==> src/rtl/board_ram_arbiter.sv <==
// Game board storage: a dedicated 1-cycle display read port plus one shared logic port
// arbitrated between move writes, win-check reads and a clear sequencer. Define BOARD_ARB_RR_EN for round-robin write/read arbitration.
module board_ram_arbiter #(
  parameter int CELLS = 100,
  parameter int AW    = 7,
  parameter int DW    = 2
) (
  input  logic          clk,
  input  logic          rst,
  input  logic [AW-1:0] disp_addr,
  output logic [DW-1:0] disp_data,
  input  logic          wr_req,
  input  logic [AW-1:0] wr_addr,
  input  logic [DW-1:0] wr_data,
  output logic          wr_gnt,
  input  logic          rd_req,
  input  logic [AW-1:0] rd_addr,
  output logic          rd_gnt,
  output logic          rd_valid,
  output logic [DW-1:0] rd_data,
  input  logic          clr_start,
  output logic          busy,
  output logic          clr_done,
  output logic          err
);

  typedef enum logic [0:0] {CLEAR = 1'b0, SERVE = 1'b1} state_t;

  localparam logic [AW-1:0] LAST_CELL = AW'(CELLS - 1);
  localparam logic [AW:0]   CELLS_W   = (AW + 1)'(CELLS);

  function automatic logic in_range(input logic [AW-1:0] addr);
    return ({1'b0, addr} < CELLS_W);
  endfunction

  state_t        state_r, state_nxt_s;
  logic [AW-1:0] clr_ptr_r, clr_ptr_nxt_s;
  logic          wr_gnt_s, rd_gnt_s, clr_fin_s;
  logic          mem_we_s;
  logic [AW-1:0] mem_waddr_s;
  logic [DW-1:0] mem_wdata_s;
  logic [DW-1:0] mem_r [2**AW];
  logic [DW-1:0] disp_data_r, rd_data_r;
  logic          rd_valid_r, clr_done_r, err_r;

`ifdef BOARD_ARB_RR_EN
  // 1 = write was granted most recently, 0 = read (reset value)
  logic last_grant_r;
`endif

  // Next-state, grant and memory-write-port selection
  always_comb begin
    state_nxt_s   = state_r;
    clr_ptr_nxt_s = clr_ptr_r;
    wr_gnt_s      = 1'b0;
    rd_gnt_s      = 1'b0;
    clr_fin_s     = 1'b0;
    mem_we_s      = 1'b0;
    mem_waddr_s   = {AW{1'b0}};
    mem_wdata_s   = {DW{1'b0}};
    if (rst) begin
      // grants are withheld so a reset cycle never commits an access
      state_nxt_s = CLEAR;
    end else begin
      case (state_r)
        CLEAR: begin
          mem_we_s    = 1'b1;
          mem_waddr_s = clr_ptr_r;
          if (clr_ptr_r == LAST_CELL) begin
            state_nxt_s   = SERVE;
            clr_ptr_nxt_s = {AW{1'b0}};
            clr_fin_s     = 1'b1;
          end else begin
            clr_ptr_nxt_s = clr_ptr_r + AW'(1);
          end
        end
        SERVE: begin
          if (clr_start) begin
            state_nxt_s   = CLEAR;
            clr_ptr_nxt_s = {AW{1'b0}};
          end else begin
`ifdef BOARD_ARB_RR_EN
            if (wr_req && (!rd_req || !last_grant_r)) begin
              wr_gnt_s = 1'b1;
            end else if (rd_req) begin
              rd_gnt_s = 1'b1;
            end else begin
              wr_gnt_s = 1'b0;
            end
`else
            if (wr_req) begin
              wr_gnt_s = 1'b1;
            end else if (rd_req) begin
              rd_gnt_s = 1'b1;
            end else begin
              wr_gnt_s = 1'b0;
            end
`endif
            // out-of-range writes are granted but dropped
            if (wr_gnt_s && in_range(wr_addr)) begin
              mem_we_s    = 1'b1;
              mem_waddr_s = wr_addr;
              mem_wdata_s = wr_data;
            end else begin
              mem_we_s = 1'b0;
            end
          end
        end
        default: begin
          state_nxt_s   = CLEAR;
          clr_ptr_nxt_s = {AW{1'b0}};
        end
      endcase
    end
  end

  // FSM state and clear pointer registers
  always_ff @(posedge clk) begin
    if (rst) begin
      state_r   <= CLEAR;
      clr_ptr_r <= {AW{1'b0}};
    end else begin
      state_r   <= state_nxt_s;
      clr_ptr_r <= clr_ptr_nxt_s;
    end
  end

`ifdef BOARD_ARB_RR_EN
  // Round-robin history of the last granted requester
  always_ff @(posedge clk) begin
    if (rst) begin
      last_grant_r <= 1'b0;
    end else if (wr_gnt_s) begin
      last_grant_r <= 1'b1;
    end else if (rd_gnt_s) begin
      last_grant_r <= 1'b0;
    end else begin
      last_grant_r <= last_grant_r;
    end
  end
`endif

  // Board storage write port (no reset; every reset runs a full clear)
  always_ff @(posedge clk) begin
    if (mem_we_s) begin
      mem_r[mem_waddr_s] <= mem_wdata_s;
    end
  end

  // Display read port: old data on a same-address write
  always_ff @(posedge clk) begin
    if (rst) begin
      disp_data_r <= {DW{1'b0}};
    end else begin
      disp_data_r <= mem_r[disp_addr];
    end
  end

  // Logic-port read data, error and clear-done pulses
  always_ff @(posedge clk) begin
    if (rst) begin
      rd_valid_r <= 1'b0;
      rd_data_r  <= {DW{1'b0}};
      clr_done_r <= 1'b0;
      err_r      <= 1'b0;
    end else begin
      rd_valid_r <= rd_gnt_s;
      clr_done_r <= clr_fin_s;
      err_r      <= (wr_gnt_s && !in_range(wr_addr)) || (rd_gnt_s && !in_range(rd_addr));
      if (rd_gnt_s) begin
        rd_data_r <= in_range(rd_addr) ? mem_r[rd_addr] : {DW{1'b0}};
      end else begin
        rd_data_r <= rd_data_r;
      end
    end
  end

  assign wr_gnt    = wr_gnt_s;
  assign rd_gnt    = rd_gnt_s;
  assign busy      = (state_r == CLEAR);
  assign disp_data = disp_data_r;
  assign rd_valid  = rd_valid_r;
  assign rd_data   = rd_data_r;
  assign clr_done  = clr_done_r;
  assign err       = err_r;

endmodule

==> config.mk <==
export PLATFORM = sky130hd
export DESIGN_NAME = board_ram_arbiter
export DESIGN_NICKNAME = d
export VERILOG_FILES = /design/src/rtl/board_ram_arbiter.sv
export SDC_FILE = /design/constraint.sdc
export NUM_CORES = 1
export LEC_CHECK = 0
export BUFFER_PORTS_ARGS = -buffer_cell sky130_fd_sc_hd__clkbuf_2
export CORE_UTILIZATION = 55
export CTS_CLUSTER_DIAMETER = 30
export DETAILED_ROUTE_END_ITERATION = 6
export HOLD_SLACK_MARGIN = 0.15
export PLACE_DENSITY_LB_ADDON = 0.3
export SYNTH_ARGS = -nofsm -noshare
export SYNTH_HDL_FRONTEND = slang
export SYNTH_SLANG_ARGS = --single-unit
==> constraint.sdc <==
create_clock -name clk -period 7.55 [get_ports clk]
set_input_delay 0.755 -clock clk [delete_from_list [all_inputs] [get_ports clk]]
set_output_delay 0.755 -clock clk [all_outputs]
set_load 0.02 [all_outputs]
# Word level (Yosys, flattened, before mapping)
# Memory sizes are Yosys's and may differ from the RTL's. A register that Yosys moved wholly into a read port is not among the register bits.
# Index checks and enable logic that the tools add are counted.
dict set report word_totals {
  ff_bits 13
  ramBits 256
  word_cells 53
  memories 1
}
# memory words word_bits rd rd_clocked_by_memory_dff wr line
set mem_list {}
lappend mem_list {mem_r 128 2 2 1 1 42} ;# logic [DW-1:0] mem_r [2**AW];
dict set report op_classes {
  n_addsub 1
  magnitude_cmp 2
  eq_ne 2
  mux 33
  bitwise 1
  reduce_logical 7
}
# op n
set ops {}
lappend ops {{7-bit two-way mux} 5}
lappend ops {{7-bit one-hot mux with 2 select lines} 2}
lappend ops {{1-bit two-way mux} 19}
lappend ops {{7-bit less-than comparator (second input constant)} 2}
lappend ops {{2-bit two-way mux} 5}
lappend ops {{7-bit by 1-bit adder with 7-bit output (second input constant)} 1}
lappend ops {{7-bit == test (second input constant)} 1}
lappend ops {{1-bit one-hot mux with 2 select lines} 2}
lappend ops {{1-bit logical AND} 3}
lappend ops {{1-bit zero test} 2}
lappend ops {{2-bit inequality test (second input constant)} 1}
lappend ops {{2-bit OR reduction} 1}
lappend ops {{1-bit logical OR} 1}
lappend ops {{1-bit NOT} 1}

# Depth between registers and ports, before layout
dict set report depth {
  ltp_word 11
  ltp_mapped 11
  ltp_nobuf 9
}

# Least setup slack after synthesis
# OpenSTA, ideal clock, no wires.
dict set report synth_path {
  path_type {in2reg}
  from {in rst}
  to {mem mem_r[0][0] (data pin)}
  arrival_ps 3162
  t_required_ps 7013
  path_slack_ps 3851
  cell_stages 5
  path_buffers 1
  path_cell_list {buf_2 -> nor3_4 -> nand2_4 -> clkinv_4 -> and3_1}
}
dict set report synth_between {
  elab_chain_len 1
}
# element line
set synth_lines {}
lappend synth_lines {{start: declaration} 9} ;# input logic rst,
lappend synth_lines {{2-bit two-way mux} 61} ;# if (rst) begin
lappend synth_lines {{via mem_wdata_s[0]} 41} ;# logic [DW-1:0] mem_wdata_s;
lappend synth_lines {{end: declaration} 42}
# The timed path passes the listed nets, and every way through them passes these cells.

# Worst setup path in the final report
dict set report layout_path {
  from {in wr_addr[3]}
  to {mem mem_r[80][1] (enable)}
}
dict set report layout_between {
  elab_chain_len 8
}
# element line
set layout_lines {}
lappend layout_lines {{start: declaration} 13} ;# input logic [AW-1:0] wr_addr,
lappend layout_lines {{7-bit less-than comparator} 33} ;# return ({1'b0, addr} < CELLS_W);
lappend layout_lines {{1-bit logical AND} 100} ;# if (wr_gnt_s && in_range(wr_addr)) begin
lappend layout_lines {{1-bit two-way mux} 100}
lappend layout_lines {{1-bit two-way mux} 78} ;# if (clr_start) begin
lappend layout_lines {{1-bit one-hot mux with 2 select lines} 65} ;# case (state_r)
lappend layout_lines {{1-bit two-way mux} 61}
lappend layout_lines {{1-bit two-way mux} 145} ;# if (mem_we_s) begin
lappend layout_lines {{1-bit two-way mux (implied by the code)} 146} ;# mem_r[mem_waddr_s] <= mem_wdata_s;
# Several ways; a longest one is shown, not always the timed one.

==> summary.md <==
| Metric | Value |
|---|---|
| P_leak | `4.261 nW` |
| Clk_skew | `0.01915 ns` |
| Synthesis Warnings | `0` |
| TritonCTS Buffers | `46` |
| CP required | `7.77 ns` |
| Total routed wirelength | `32.58 mm` |
| Pin count of the biggest net entering global routing | `99` |
| Final setup fails | `0` |
| MaxCap Viol Count | `0` |
| Std cell rows | `56` |
| FF+latch count, synth | `271` |
| Vias | `8368` |
| R2r setup slk | `4.31 ns` |
| Critical R2R Capture | `mem_r[80][1]` |
| Worst setup margin | `4.282 ns` |
| Global-route wire length before repair | `48.65 mm` |
| Worst reg2reg startpoint | `state_r` |
| Crit path launch | `wr_addr[3]` |
| Cell class contributing the biggest share of worst-path delay | `compound AO/OA/AOI/OAI gates` |
| CTS HTree Levels | `2` |
| Async SR Flop Fraction | `0` |
| All-layer global routing usage | `0.2762` |
| DRC viols | `0` |
| Worst slew pin tran | `1.197 ns` |
| Clock Sink Count | `271` |
| Antenna Nets Post-Route | `0` |
| Gp weighted congestion | `0.8184` |
| Critical path capture point type | `flop` |
| Slew Limit Fails | `0` |
| CP startpoint kind | `primary input` |
| Most Frequent Cell on Critical Path | `nand2_1` |
| Dpl ws | `3.854 ns` |
| Avg Vias per Cell | `6.732` |
| Crit-path max cell delay | `0.89 ns` |
| Max frequency | `306.0 MHz` |
| Root buffer cell | `clkbuf_16` |
| Number of distinct library cells after synthesis | `61` |
| Layout area overhead | `14.31%` |
| RSZ-0062 raised after global routing | `false` |
| Initial drt markers | `943` |
| Fraction of layout cells with a size suffix above 1 | `0.2619` |
| Worst-path fanout max | `10` |
| DR WL/cell | `26.21 microns` |
| Post-layout min period | `3.268 ns` |
| Die H | `156.2 microns` |
| Crit path cell chain | `clkbuf_2 > o311ai_2 > nand2_1 > o32ai_1 > nand2_1 > nor2_1` |
| Run status | `complete, no violations` |
| Post-synthesis cell count | `855` |
| Synth top area share | `0.5880` |
| Chip width | `156.2 microns` |
| I/O Buffers | `37` |
| Setup TNS | `0 ns` |
| Arrival @ worst endpoint | `3.49 ns` |
| Reg clk slew, reported paths | `0.05 ns` |
| Slowest cell on crit path | `o32ai_1` |
| CTS tree | `yes` |
| Total power | `3.853 mW` |
| Top post-synthesis cells by area | `edfxtp_1 59%, mux4_2 18%, nor2_1 4.1%` |
| Final hold vios | `0` |
| Initial Util | `0.5587` |
| Prevailing post-synth register cell | `edfxtp_1` |
| Kind of critical path | `in -> reg` |
| Core area | `0.02340 sq mm` |
| CTS resizes | `0` |
| Hold path start | `rd_data[1]` |
| Post-CTS Hold Fix Bufs | `0` |
| Global route overflow | `0` |
| Syn Area/Cell | `15.29 sq um` |
| Initial antenna violation count | `1` |
| Hold Path Class | `reg -> reg` |
| Post-CTS Setup Inserts | `0` |
| Layout Nets | `915` |
| Power density over the cells | `257.8 mW/mm^2` |
| CTS max path bufs | `3` |
| Hold path depth | `2` |
| Diodes inserted | `0` |
| Worst slew margin | `0.1996` |
| Leading area contributor after synthesis | `edfxtp_1` |
| Hold EP | `rd_data[1]` |
| Register area share after synthesis | `0.6110` |
| Mapped Area | `0.01307 sq mm` |
| Die area | `0.02439 sq mm` |
| Syn nets | `884` |
| Final period util | `0.4329` |
| Peak VDD IR | `0.0001885 V` |
| Pre-Repair DR Iteration Count | `5` |
| Clock Latency Late Sink | `0.54 ns` |
| I/O pin count | `38` |
| Worst Path Buf+Inv | `1` |
| Vias in the first global route | `8470` |
| DP HPWL | `19.82 mm` |
| R2R cell count | `8` |
| EDFF count, synth | `256` |
[per-stage QoR]
step / hold WS [ns] / std cells / instance area, sq um / utilization
global route: 0.5586 / 1243 / 14940 / 0.6386
global placement: 0.5346 / 1157 / 13420 / 0.5732
floorplan: 0.4981 / 855 / 13070 / -
CTS: 0.5358 / 1243 / 14940 / 0.6386
detailed placement: 0.5278 / 1157 / 13420 / 0.5732
finish: 0.5359 / 1243 / 14940 / 0.6386
[layout by cell type, fill, tap and decap left out, types with 3 or more instances in the layout]
cell type,count
bufinv_16,5
a31o_2,3
mux4_2,107
a211oi_1,10
nor2_1,144
mux2i_1,21
o22ai_1,8
and2_1,5
o221ai_1,5
a22o_1,5
and3_1,4
o21ai_0,18
a21oi_1,25
clkbuf_1,5
dfxtp_1,15
nand2_1,40
inv_6,11
buf_4,9
inv_1,10
a32oi_1,4
nor2b_1,8
nand3_1,6
nor3_1,3
a22oi_1,41
a31oi_1,3
clkbuf_16,46
clkinv_1,9
mux2_2,3
clkinv_2,5
nand2b_1,4
edfxtp_1,256
or2_2,3
nand3b_1,5
clkbuf_2,33
[area by class of cell]
| class | instances | area (sq um) |
|---|---|---|
| clock buffers | 51 | 1170 |
| well taps | 319 | 399.1 |
| inverters | 12 | 50.05 |
| flip-flops and latches | 271 | 7988 |
| repair buffers | 44 | 242.7 |
| multi-input cells | 511 | 4736 |
| fillers | 1689 | 8458 |
| clock inverters | 35 | 359.1 |
[worst reg2reg max path, delay by kind of cell, from the launching register on]
kind	cells	cell delay (ns)
and+or+nand+nor	5	1.41
AOI/OAI and AO/OA	1	0.89
DFF	1	0.44
buffers and inverters	2	0.20
[registers in the layout (all words and copies together), names as in the netlist]
name,count
mem_r,256
disp_data,2
err,1
rd_valid,1
clr_ptr_r,7
state_r,1
rd_data,2
clr_done,1
[Yosys cell counts (2+ instances only)]
master and instances:
a211o_1 2, a211oi_1 10, a21oi_1 25, a22o_1 5
a22oi_1 41, a311oi_1 2, a31o_2 3, a31oi_1 3
a32oi_1 4, and2_1 5, and3_1 6, buf_1 2
buf_2 22, buf_6 6, clkbuf_1 26, clkbuf_2 4
dfxtp_1 15, edfxtp_1 256, inv_1 10, mux2_2 3
mux2i_1 21, mux4_2 107, nand2_1 40, nand2b_1 4
nand3_1 6, nand3b_1 5, nand4_1 2, nor2_1 144
nor2b_1 8, nor3_1 3, nor3b_1 2, o21a_1 2
o21ai_0 18, o221ai_1 5, o22ai_1 8, o32ai_1 2
or2_2 3, or3_1 2
[worst max path at each step]
stage	endpoint	slack, ns	cells after the start
3_3_place_gp	mem_r[9][0]	3.89	5
6_report	mem_r[80][1]	4.28	6
4_1_cts	mem_r[109][1]	4.37	6
3_5_place_dp	mem_r[109][0]	3.85	6
2_1_floorplan	mem_r[0][0]	3.85	5
5_1_grt	mem_r[80][1]	3.99	8
[layer usage]
metal  track usage  share of wire  vias to the layer above
met2        0.4179           0.46                      493
met4        0.1601          0.051                        2
met5             0        0.00049                        -
li1              -              -                     3522
met3       0.06667          0.099                      130
met1        0.3680           0.39                     4221
[report_power, final]
group / internal (mW) / leakage, nW / switching (mW)
sequential: 1.63 / 2.01 / 0.00534
clock: 1.31 / 0.746 / 0.730
combinational: 0.0697 / 1.51 / 0.116
[kinds of logic (layout without fill, tap and decap cells)]
kind of cell | count (synthesis) | in the layout | share of synthesized area
buf+inv | 73 | 142 | 0.02756
mux | 131 | 131 | 0.2030
simple gates | 238 | 238 | 0.08030
fa+ha+maj | 1 | 1 | 0.0009569
compound gates | 140 | 140 | 0.07656
flops | 271 | 271 | 0.6110
xor+xnor | 1 | 1 | 0.0006700
Power figures use the tool's default switching activity.
